`src/rtl/chacha_pkg.sv`:
```
// Shared constants, index tables, FSM encoding and parameter checks for the
// ChaCha block-function engine.
package chacha_pkg;

  localparam logic [31:0] SIGMA [4] = '{32'h61707865, 32'h3320646e, 32'h79622d32, 32'h6b206574};

  localparam logic [31:0] IN_RESET [16] = '{
    32'h61707865, 32'h3320646e, 32'h79622d32, 32'h6b206574,
    32'h00000000, 32'h00000000, 32'h00000000, 32'h00000000,
    32'h00000000, 32'h00000000, 32'h00000000, 32'h00000000,
    32'h00000000, 32'h00000000, 32'h00000000, 32'h00000000
  };

  // Word indices (a,b,c,d) of each quarter-round in a column / diagonal round.
  localparam logic [3:0] COL_IDX [4][4] = '{
    '{4'd0, 4'd4, 4'd8,  4'd12},
    '{4'd1, 4'd5, 4'd9,  4'd13},
    '{4'd2, 4'd6, 4'd10, 4'd14},
    '{4'd3, 4'd7, 4'd11, 4'd15}
  };

  localparam logic [3:0] DIAG_IDX [4][4] = '{
    '{4'd0, 4'd5, 4'd10, 4'd15},
    '{4'd1, 4'd6, 4'd11, 4'd12},
    '{4'd2, 4'd7, 4'd8,  4'd13},
    '{4'd3, 4'd4, 4'd9,  4'd14}
  };

  typedef enum logic [1:0] {
    CS_IDLE  = 2'd0,
    CS_RUN   = 2'd1,
    CS_FINAL = 2'd2
  } chacha_state_e;

  function automatic bit chacha_cfg_ok(input int rounds, input int qr_per_cycle);
    bit ok;
    ok = (rounds >= 2) && (rounds <= 20) && ((rounds % 2) == 0);
    ok = ok && ((qr_per_cycle == 1) || (qr_per_cycle == 4));
    return ok;
  endfunction

  function automatic logic [31:0] rotl32(input logic [31:0] x, input int unsigned n);
    return (x << n) | (x >> (32 - n));
  endfunction

endpackage

```
`src/rtl/chacha_quarter_round.sv`:
```
// Standard ChaCha quarter-round, purely combinational.
module chacha_quarter_round
  import chacha_pkg::*;
(
  input  logic [31:0] a_i,
  input  logic [31:0] b_i,
  input  logic [31:0] c_i,
  input  logic [31:0] d_i,
  output logic [31:0] a_o,
  output logic [31:0] b_o,
  output logic [31:0] c_o,
  output logic [31:0] d_o
);

  logic [31:0] a1_s, b1_s, c1_s, d1_s;

  assign a1_s = a_i + b_i;
  assign d1_s = rotl32(d_i ^ a1_s, 16);
  assign c1_s = c_i + d1_s;
  assign b1_s = rotl32(b_i ^ c1_s, 12);

  assign a_o  = a1_s + b1_s;
  assign d_o  = rotl32(d1_s ^ a_o, 8);
  assign c_o  = c1_s + d_o;
  assign b_o  = rotl32(b1_s ^ c_o, 7);

endmodule

```
`src/rtl/chacha_block_engine.sv`:
```
// ChaCha block-function engine: loadable input state, iterated rounds with
// 1 or 4 quarter-round lanes, feed-forward and a registered output read port.
module chacha_block_engine
  import chacha_pkg::*;
#(
  parameter int ROUNDS       = 20,
  parameter int QR_PER_CYCLE = 1,
  parameter int AUTO_INC     = 1
) (
  input  logic        clk,
  input  logic        rst_n,
  input  logic        wr_en,
  input  logic [3:0]  wr_addr,
  input  logic [31:0] wr_data,
  input  logic        start,
  output logic        busy,
  output logic        done,
  input  logic [3:0]  rd_addr,
  output logic [31:0] rd_data,
  output logic [7:0]  round_count
);

  localparam int              LANES     = QR_PER_CYCLE;
  localparam int              N_STEPS   = ROUNDS * 4 / QR_PER_CYCLE;
  localparam logic [7:0]      LAST_STEP = 8'(N_STEPS - 1);
  localparam logic [1:0]      S_IDLE    = 2'(CS_IDLE);
  localparam logic [1:0]      S_RUN     = 2'(CS_RUN);
  localparam logic [1:0]      S_FINAL   = 2'(CS_FINAL);

  if (!chacha_cfg_ok(ROUNDS, QR_PER_CYCLE)) begin : g_cfg_check
    $error("chacha_block_engine: illegal ROUNDS/QR_PER_CYCLE");
  end

  logic [1:0]  state_q, state_d;
  logic [7:0]  step_q, step_d;
  logic [7:0]  round_q, round_d;
  logic        busy_q, busy_d;
  logic        done_q, done_d;
  logic [31:0] rd_data_q;
  logic [31:0] in_q  [16];
  logic [31:0] in_d  [16];
  logic [31:0] w_q   [16];
  logic [31:0] w_d   [16];
  logic [31:0] out_q [16];
  logic [31:0] out_d [16];

  logic        odd_s;
  logic        round_done_s;
  logic [3:0]  idx_s  [LANES][4];
  logic [31:0] qin_s  [LANES][4];
  logic [31:0] qout_s [LANES][4];
  logic [31:0] w_next_s [16];

  // Single-lane mode walks the QRs of a round via step[1:0]; four lanes cover a round at once.
  always_comb begin
    logic [1:0] qsel;
    qsel = 2'd0;
    if (QR_PER_CYCLE == 1) begin
      odd_s        = step_q[2];
      round_done_s = (step_q[1:0] == 2'd3);
    end else begin
      odd_s        = step_q[0];
      round_done_s = 1'b1;
    end
    for (int l = 0; l < LANES; l++) begin
      if (QR_PER_CYCLE == 1) qsel = step_q[1:0];
      else                   qsel = 2'(l);
      for (int j = 0; j < 4; j++) begin
        if (odd_s) idx_s[l][j] = DIAG_IDX[qsel][j];
        else       idx_s[l][j] = COL_IDX[qsel][j];
        qin_s[l][j] = w_q[idx_s[l][j]];
      end
    end
  end

  for (genvar l = 0; l < LANES; l++) begin : g_lane
    chacha_quarter_round u_qr (
      .a_i (qin_s[l][0]), .b_i (qin_s[l][1]), .c_i (qin_s[l][2]), .d_i (qin_s[l][3]),
      .a_o (qout_s[l][0]), .b_o (qout_s[l][1]), .c_o (qout_s[l][2]), .d_o (qout_s[l][3])
    );
  end

  always_comb begin
    w_next_s = w_q;
    for (int l = 0; l < LANES; l++) begin
      for (int j = 0; j < 4; j++) begin
        w_next_s[idx_s[l][j]] = qout_s[l][j];
      end
    end
  end

  // A start in the same cycle as a write snapshots the pre-write input state.
  always_comb begin
    state_d = state_q;
    step_d  = step_q;
    round_d = round_q;
    busy_d  = busy_q;
    done_d  = 1'b0;
    in_d    = in_q;
    w_d     = w_q;
    out_d   = out_q;
    case (state_q)
      S_IDLE: begin
        if (wr_en) in_d[wr_addr] = wr_data;
        else       in_d = in_q;
        if (start) begin
          w_d     = in_q;
          step_d  = 8'd0;
          round_d = 8'd0;
          busy_d  = 1'b1;
          state_d = S_RUN;
        end else begin
          state_d = S_IDLE;
        end
      end
      S_RUN: begin
        w_d    = w_next_s;
        step_d = step_q + 8'd1;
        if (round_done_s) round_d = round_q + 8'd1;
        else              round_d = round_q;
        if (step_q == LAST_STEP) state_d = S_FINAL;
        else                     state_d = S_RUN;
      end
      S_FINAL: begin
        for (int i = 0; i < 16; i++) out_d[i] = w_q[i] + in_q[i];
        if (AUTO_INC != 0) in_d[12] = in_q[12] + 32'd1;
        else               in_d[12] = in_q[12];
        done_d  = 1'b1;
        busy_d  = 1'b0;
        state_d = S_IDLE;
      end
      default: begin
        busy_d  = 1'b0;
        state_d = S_IDLE;
      end
    endcase
  end

  always_ff @(posedge clk or negedge rst_n) begin
    if (!rst_n) begin
      state_q <= S_IDLE;
      step_q  <= 8'd0;
      round_q <= 8'd0;
      busy_q  <= 1'b0;
      done_q  <= 1'b0;
      in_q    <= IN_RESET;
      w_q     <= '{default: 32'd0};
      out_q   <= '{default: 32'd0};
    end else begin
      state_q <= state_d;
      step_q  <= step_d;
      round_q <= round_d;
      busy_q  <= busy_d;
      done_q  <= done_d;
      in_q    <= in_d;
      w_q     <= w_d;
      out_q   <= out_d;
    end
  end

  always_ff @(posedge clk or negedge rst_n) begin
    if (!rst_n) rd_data_q <= 32'd0;
    else        rd_data_q <= out_q[rd_addr];
  end

  assign busy        = busy_q;
  assign done        = done_q;
  assign rd_data     = rd_data_q;
  assign round_count = round_q;

endmodule

```
`config.mk`:
```
export PLATFORM = sky130hd
export DESIGN_NAME = chacha_block_engine
export DESIGN_NICKNAME = d
export VERILOG_FILES = /design/src/rtl/chacha_pkg.sv /design/src/rtl/chacha_quarter_round.sv /design/src/rtl/chacha_block_engine.sv
export SDC_FILE = /design/constraint.sdc
export NUM_CORES = 2
export LEC_CHECK = 0
export BUFFER_PORTS_ARGS = -buffer_cell sky130_fd_sc_hd__buf_2
export CAP_MARGIN = 20
export CELL_PAD_IN_SITES_DETAIL_PLACEMENT = 1
export CELL_PAD_IN_SITES_GLOBAL_PLACEMENT = 2
export CORE_MARGIN = 4
export CORE_UTILIZATION = 44
export CTS_BUF_LIST = sky130_fd_sc_hd__clkbuf_4 sky130_fd_sc_hd__clkbuf_8
export DETAILED_ROUTE_END_ITERATION = 16
export PLACE_DENSITY = 0.87
export SLEW_MARGIN = 30
export SYNTH_ARGS = -nofsm -noshare
export SYNTH_HDL_FRONTEND = slang
export SYNTH_SLANG_ARGS = --single-unit
export TNS_END_PERCENT = 5
```
`constraint.sdc`:
```
create_clock -name clk -period 18 [get_ports clk]
set_input_delay 3.6 -clock clk [delete_from_list [all_inputs] [get_ports clk]]
set_output_delay 3.6 -clock clk [all_outputs]
set_load 0.03 [all_outputs]
```
Word-level counts from Yosys, hierarchy flattened
Index checks and enable logic that the tools add are counted.
{"block": "classes", "add_sub_neg": 23, "magnitude_cmp": 12, "eq_ne": 7, "mux": 54, "n_bitwise": 16, "reduce_logical": 13}
{"op": "512-bit bitwise mux", "count": 5}
{"op": "512-bit case mux with 2 select lines", "count": 1}
{"op": "32-bit adder", "count": 20}
{"op": "32-bit binary-select mux with 4-bit select", "count": 5}
{"op": "32-bit demux with 4-bit select", "count": 5}
{"op": "512-bit 2-to-1 mux", "count": 1}
{"op": "32-bit 2-to-1 mux", "count": 15}
{"op": "128-bit 2-to-1 mux", "count": 1}
{"op": "32-bit XOR", "count": 4}
{"op": "16-bit binary-select mux with 2-bit select", "count": 2}
{"op": "16-bit 2-to-1 mux", "count": 4}
{"op": "32-bit case mux with 2 select lines", "count": 1}
{"op": "32-bit by 1-bit adder with 32-bit output (second input constant)", "count": 1}
{"op": "32-bit by 12-bit OR with 32-bit output", "count": 1}
{"op": "32-bit by 16-bit OR with 32-bit output", "count": 1}
{"op": "32-bit by 7-bit OR with 32-bit output", "count": 1}
{"op": "32-bit by 8-bit OR with 32-bit output", "count": 1}
{"op": "8-bit case mux with 2 select lines", "count": 2}
{"op": "5-bit >= comparator (second input constant)", "count": 6}
{"op": "4-bit inverter with 5-bit output", "count": 6}
{"op": "5-bit by 1-bit less-than comparator with 1-bit output (second input constant)", "count": 5}
{"op": "8-bit by 1-bit adder with 8-bit output (second input constant)", "count": 2}
{"op": "4-bit 2-to-1 mux", "count": 4}
{"op": "8-bit 2-to-1 mux", "count": 2}
{"op": "16 further kinds", "count": 29}
{"block": "totals", "register_bits": 1588, "in_bits": 44}

Longest topological paths before layout
{"block": "depth", "depth_word": 25, "ltp_mapped": 80, "depth_no_buf": 73}

Modules after synthesis
From an unflattened synthesis, not the netlist that was laid out.
{"block": "hier_totals", "hier_cells": 9968, "area_unflattened_um2": 98928.6}
{"mod": "chacha_block_engine", "n_inst": 1, "cells_per_inst": 8921, "area_each_um2": 90996.0, "seq_area_each_um2": 39808.2}
{"mod": "chacha_quarter_round", "n_inst": 1, "cells_per_inst": 1047, "area_each_um2": 7932.6, "seq_area_each_um2": 0.0}

Worst setup path after synthesis
OpenSTA, ideal clock, no wires.
{"block": "synth_timing", "path_kind": "reg2reg", "start": "reg step_q[0]", "end": "reg w_q[262] in the netlist's numbering", "t_arrival_ns": 16.367, "required_time_ns": 17.868, "setup_slack_ns": 1.501, "stages_incl_launch_ff": 72, "synth_period_minus_slack_ns": 16.499, "cell_sequence": "dfrtp_1 nor2b_1 clkbuf_1 nor2_1 buf_2 clkbuf_1 buf_1 mux4_2 ha_1 fa_1 a211oi_1 o21bai_1 a21oi_1 o211ai_1 nand2_1 a31o_1 a21oi_1 nor2_1 [... 36 more ...] inv_1 ha_1 a21oi_1 o21ai_0 a41oi_1 a211oi_1 a41o_1 o41ai_1 o31ai_1 or4_1 a31o_2 a21oi_1 nor2_1 o41ai_1 o21ai_0 xnor2_1 xnor2_1 o21ai_0"}
{"block": "synth_between", "elab_chain_cells": 25}
{"item": "start: declaration", "line_no": "chacha_block_engine.sv:35", "rtl": "logic [7:0] step_q, step_d;"}
{"item": "start signal: assignment", "line_no": "chacha_block_engine.sv:151", "rtl": "step_q <= step_d;"}
{"item": "2-bit inverter with 3-bit output (implied by the code) *", "line_no": "chacha_block_engine.sv:69, chacha_block_engine.sv:70"}
{"item": "16-bit binary-select mux with 2-bit select, on equally long branches", "line_no": "chacha_block_engine.sv:70, chacha_block_engine.sv:69"}
{"item": "16-bit 2-to-1 mux, on equally long branches (2 in a row)", "line_no": "chacha_block_engine.sv:70, chacha_block_engine.sv:69"}
{"item": "4-bit 2-to-1 mux", "line_no": "chacha_block_engine.sv:69", "rtl": "if (odd_s) idx_s[l][j] = DIAG_IDX[qsel][j];"}
{"item": "4-bit inverter with 5-bit output (implied by the code)", "line_no": "chacha_block_engine.sv:71, chacha_block_engine.sv:87"}
{"item": "32-bit binary-select mux with 4-bit select", "line_no": "chacha_block_engine.sv:71", "rtl": "qin_s[l][j] = w_q[idx_s[l][j]];"}
{"item": "32-bit 2-to-1 mux (implied by the code) (2 in a row)", "line_no": "chacha_block_engine.sv:71"}
{"item": "32-bit adder", "line_no": "chacha_quarter_round.sv:17", "rtl": "assign a1_s = a_i + b_i;"}
{"item": "[... 6 more ...]"}
{"item": "32-bit XOR", "line_no": "chacha_quarter_round.sv:23", "rtl": "assign d_o = rotl32(d1_s ^ a_o, 8);"}
{"item": "32-bit by 8-bit OR with 32-bit output", "line_no": "chacha_pkg.sv:43", "rtl": "return (x << n) | (x >> (32 - n));"}
{"item": "32-bit adder", "line_no": "chacha_quarter_round.sv:24", "rtl": "assign c_o = c1_s + d_o;"}
{"item": "32-bit XOR", "line_no": "chacha_quarter_round.sv:25", "rtl": "assign b_o = rotl32(b1_s ^ c_o, 7);"}
{"item": "32-bit by 7-bit OR with 32-bit output", "line_no": "chacha_pkg.sv:43"}
{"item": "512-bit bitwise mux (2 in a row)", "line_no": "chacha_block_engine.sv:87", "rtl": "w_next_s[idx_s[l][j]] = qout_s[l][j];"}
{"item": "512-bit bitwise mux *", "line_no": "chacha_block_engine.sv:87"}
{"item": "512-bit case mux with 2 select lines *", "line_no": "chacha_block_engine.sv:102", "rtl": "case (state_q)"}
{"item": "end signal: assignment", "line_no": "chacha_block_engine.sv:156", "rtl": "w_q <= w_d;"}
{"item": "end: declaration", "line_no": "chacha_block_engine.sv:42", "rtl": "logic [31:0] w_q [16];"}
Mark *: on every way between the ends. The rest lies on a longest branch, timed or not. The select of a mux whose other input is x is not followed.
A chain may end at the register's enable or synchronous reset.

Worst setup path in the final report
{"block": "layout_timing", "start": "reg step_q[0]", "end": "reg w_q[354] in the netlist's numbering"}
The elaborated chain is that of the path after synthesis.

==> results.py <==
metrics = {
    "logic_synthesis": {
        "synth_compound_area_frac": 0.1855,
        "synthArstFlopShare": 1.000,
        "synth.area.top_cells": "dfrtp_1 40%, ha_1 8.1%, mux4_2 6.7%",
        "syn_inst": 9215,
        "synth_most_common_cell": "dfrtp_1",
        "synth_xor_area_frac": 0.05904,
        "synth.distinct_cells": 101,
        "synthTopCellsByCount": "1532 x dfrtp_1, 1101 x o21ai_0, 929 x nand2_1",
        "synthSimpleGateAreaFrac": 0.08986,
        "synth-edff-count": 0,
        "synth_mux_area_frac": 0.1274,
        "netlist.area_leader.share": 0.4033,
        "yosysSeqAreaShare": 0.4187,
        "yosysTopAreaCell": "dfrtp_1",
        "synthAdderAreaFrac": 0.08618,
        "synth_top_family_by_area": "compound AO/OA/AOI/OAI gates",
        "synth_area_per_cell_um2": 10.32,
        "ys_ff_latch": 1588,
        "yosysWarnings": 0,
        "synth_top_flop_cell": "dfrtp_1",
        "synthesis.area_um2": 95070,
        "syn_nets": 9896,
    },
    "clock_tree": {
        "postCtsHoldBufs": 0,
        "cts_tree": "built",
        "clk_latency_ps": 1120,
        "root_buffer": "clkbuf_8",
        "clk_path_buf_depth": 4,
        "cts_inserted_buffers": 307,
        "cts_sinks": 1588,
        "clk_pin_slew_ps": 60,
        "htreeDepth": 5,
    },
    "layout": {
        "layout-drive-gt1-share": 0.1860,
        "regArea_um2": 39820,
        "final_area_um2": 105800,
        "postLayoutCoreUtil": 0.4924,
        "multi_input_area_um2": 52700,
        "fillers": 23438,
        "fin_nets": 9998,
        "area_growth_pct": 11.27,
    },
    "floorplan": {
        "io_pins": 86,
        "die_h_um": 472.8,
        "design.core.area_um2": 214800,
        "initial_utilization": 0.4425,
        "dieArea_um2": 223600,
        "placementRows": 170,
        "die_w_um": 472.8,
    },
    "power": {
        "p_leak_nw": 49.70,
        "p_per_area_nw_per_um2": 71.64,
        "power_mw": 7.578,
        "ir_drop_mv": 0.08065,
    },
    "worst_hold_path": {
        "hold_class": "reg -> reg",
    },
    "setup_path": {
        "cp_common_cell": "a21oi_1",
        "cp-end-kind": "register",
        "start_kind": "register",
        "worstPathArrival_ps": 18210,
        "critPathMaxFanout": 7,
        "crit_path_max_incr_delay_ps": 840,
        "critPathKind": "reg -> reg",
        "critPathSlowestCell": "xnor2_1",
        "required_ps": 18980,
    },
    "global_routing": {
        "grt_usage": 0.3494,
        "grt_pass1_vias": 83187,
        "grt-ovfl-total": 0,
        "grt_pass1_wl_um": 575800,
        "grt_max_degree": 255,
        "antenna_found_initial": 66,
    },
    "timing": {
        "holdWs_ps": 467.1,
        "fin_skew_ps": 104.4,
        "period_minus_slack_ps": 17230,
        "rsz0062_at_grt": "false",
        "setup_viol": 0,
        "fin_crit_sh": 0.9574,
        "hold_viol_final": 0,
        "drv_slew": 0,
        "setup_tns_ps": 0,
        "tightest_slew_ps": 1286,
        "fmax_ghz": 0.05803,
        "slew_headroom": 0.1429,
    },
    "routing": {
        "ant_nets": 0,
        "wl_met3_um": 32100,
        "drcViolationCount": 0,
        "wl_per_cell_um": 31.93,
        "m1WireLength_um": 162900,
        "highest_layer": "met5",
        "num_vias": 79744,
        "drtIter0Drc": 7774,
        "wl_um": 395900,
        "vias_per_cell": 6.431,
        "first_pass_iters": 8,
        "route.met2.wl_um": 179200,
    },
    "status": {
        "status": "finished clean",
    },
    "placement": {
        "dpl_cell_area_um2": 99070,
        "portBuffers": 85,
        "gp_congestion": 1.032,
        "dp_hpwl_um": 294900,
    },
    "flow_run": {
        "maxCapViolCount": 0,
    },
}
worst paths after layout:
check / from / endpoint / slack, ps / cells after the start
worst max-delay path: step_q[0]$_DFFE_PN0P_ / w_q[354]$_DFFE_PN0P_ / 770 / 61
max in group asynchronous: rst_n / out_q[248]$_DFFE_PN0P_ / 11660 / 5
worst min-delay path: out_q[500]$_DFFE_PN0P_ / out_q[500]$_DFFE_PN0P_ / 470 / 2
min in group asynchronous: rst_n / rd_data[3]$_DFF_PN0_ / 2520 / 1
worst min register to register: out_q[500]$_DFFE_PN0P_ / out_q[500]$_DFFE_PN0P_ / 470 / 2
worst max register to register: step_q[0]$_DFFE_PN0P_ / w_q[354]$_DFFE_PN0P_ / 770 / 61
what timing repair did:
item,CTS,global route
pin swaps,0,1
gates cloned,0,0
endpoints found under the setup margin,4,87
gates resized for setup,1,23
setup buffers,0,1
critical path, delay by kind of cell, from the launching register on:
kind | cells | cell delay, ps
buffers and inverters | 4 | 480
DFF | 1 | 520
adders and majority gates | 5 | 1690
AOI/OAI and AO/OA | 31 | 7570
muxes | 1 | 560
and+or+nand+nor | 12 | 2320
xor gates and xnor gates | 8 | 3950
final cells by class:
| cell class | instances | share of cell area |
|---|---|---|
| inverters | 354 | 0.01256 |
| clock buffers | 493 | 0.05746 |
| well taps | 2838 | 0.03357 |
| repair buffers | 264 | 0.01915 |
| flip-flops and latches | 1588 | 0.3764 |
| multi-input cells | 6802 | 0.4982 |
| clock inverters | 22 | 0.001727 |
| diodes | 38 | 0.0008990 |
layout by cell type, fill, tap and decap left out, drive strengths merged, types with 42 or more instances in the layout:
cell    count
buf       264
dfstp      56
o21a       90
or3        55
and3       59
nor3      118
nor2b      42
inv       356
a21oi     442
dfrtp    1532
o22ai      47
a31oi      56
o31ai     137
a21boi     76
mux2      479
ha        617
a211oi     51
nand2     930
xnor2     346
nor2      368
mux4      282
a22oi     433
o21ai    1120
a21o      143
clkbuf    493
nand3     124
nand2b     91
xor2      255
power by group:
group / switching (mW) / internal (mW)
clock network: 1.63 / 2.15
registers: 0.00561 / 3.58
logic: 0.167 / 0.0437
cells by family (layout without fill, tap and decap cells):
group           count (synthesis)  in the layout
compound gates               2831           2831
simple gates                 1914           1914
flops                        1588           1588
buf+inv                       825           1133
mux                           798            798
fa+ha+maj                     644            644
xor+xnor                      615            615
other cells                     0             38
registers in the layout, indices dropped and copies added (netlist names):
signal and flops:
round_count 8, in_q 512, busy 1, state_q 2
step_q 8, out_q 512, w_q 512, done 1
rd_data 32
through the flow:
| step | instances | setup WS (ps) |
|---|---|---|
| floorplan | 9215 | 1501 |
| global placement | 11839 | 620.4 |
| detailed placement | 11840 | 49.81 |
| finish | 12399 | 767.0 |
| global route | 12382 | 18.50 |
| CTS | 12355 | 1.547 |
per-layer routing:
metal / vias to the layer above / GRT usage
li1: 33929 / -
met1: 41668 / 0.4630
met2: 3240 / 0.5464
met3: 891 / 0.07508
met4: 16 / 0.1674
met5: - / 0
Note: power is estimated with default switching activity, not from simulation.
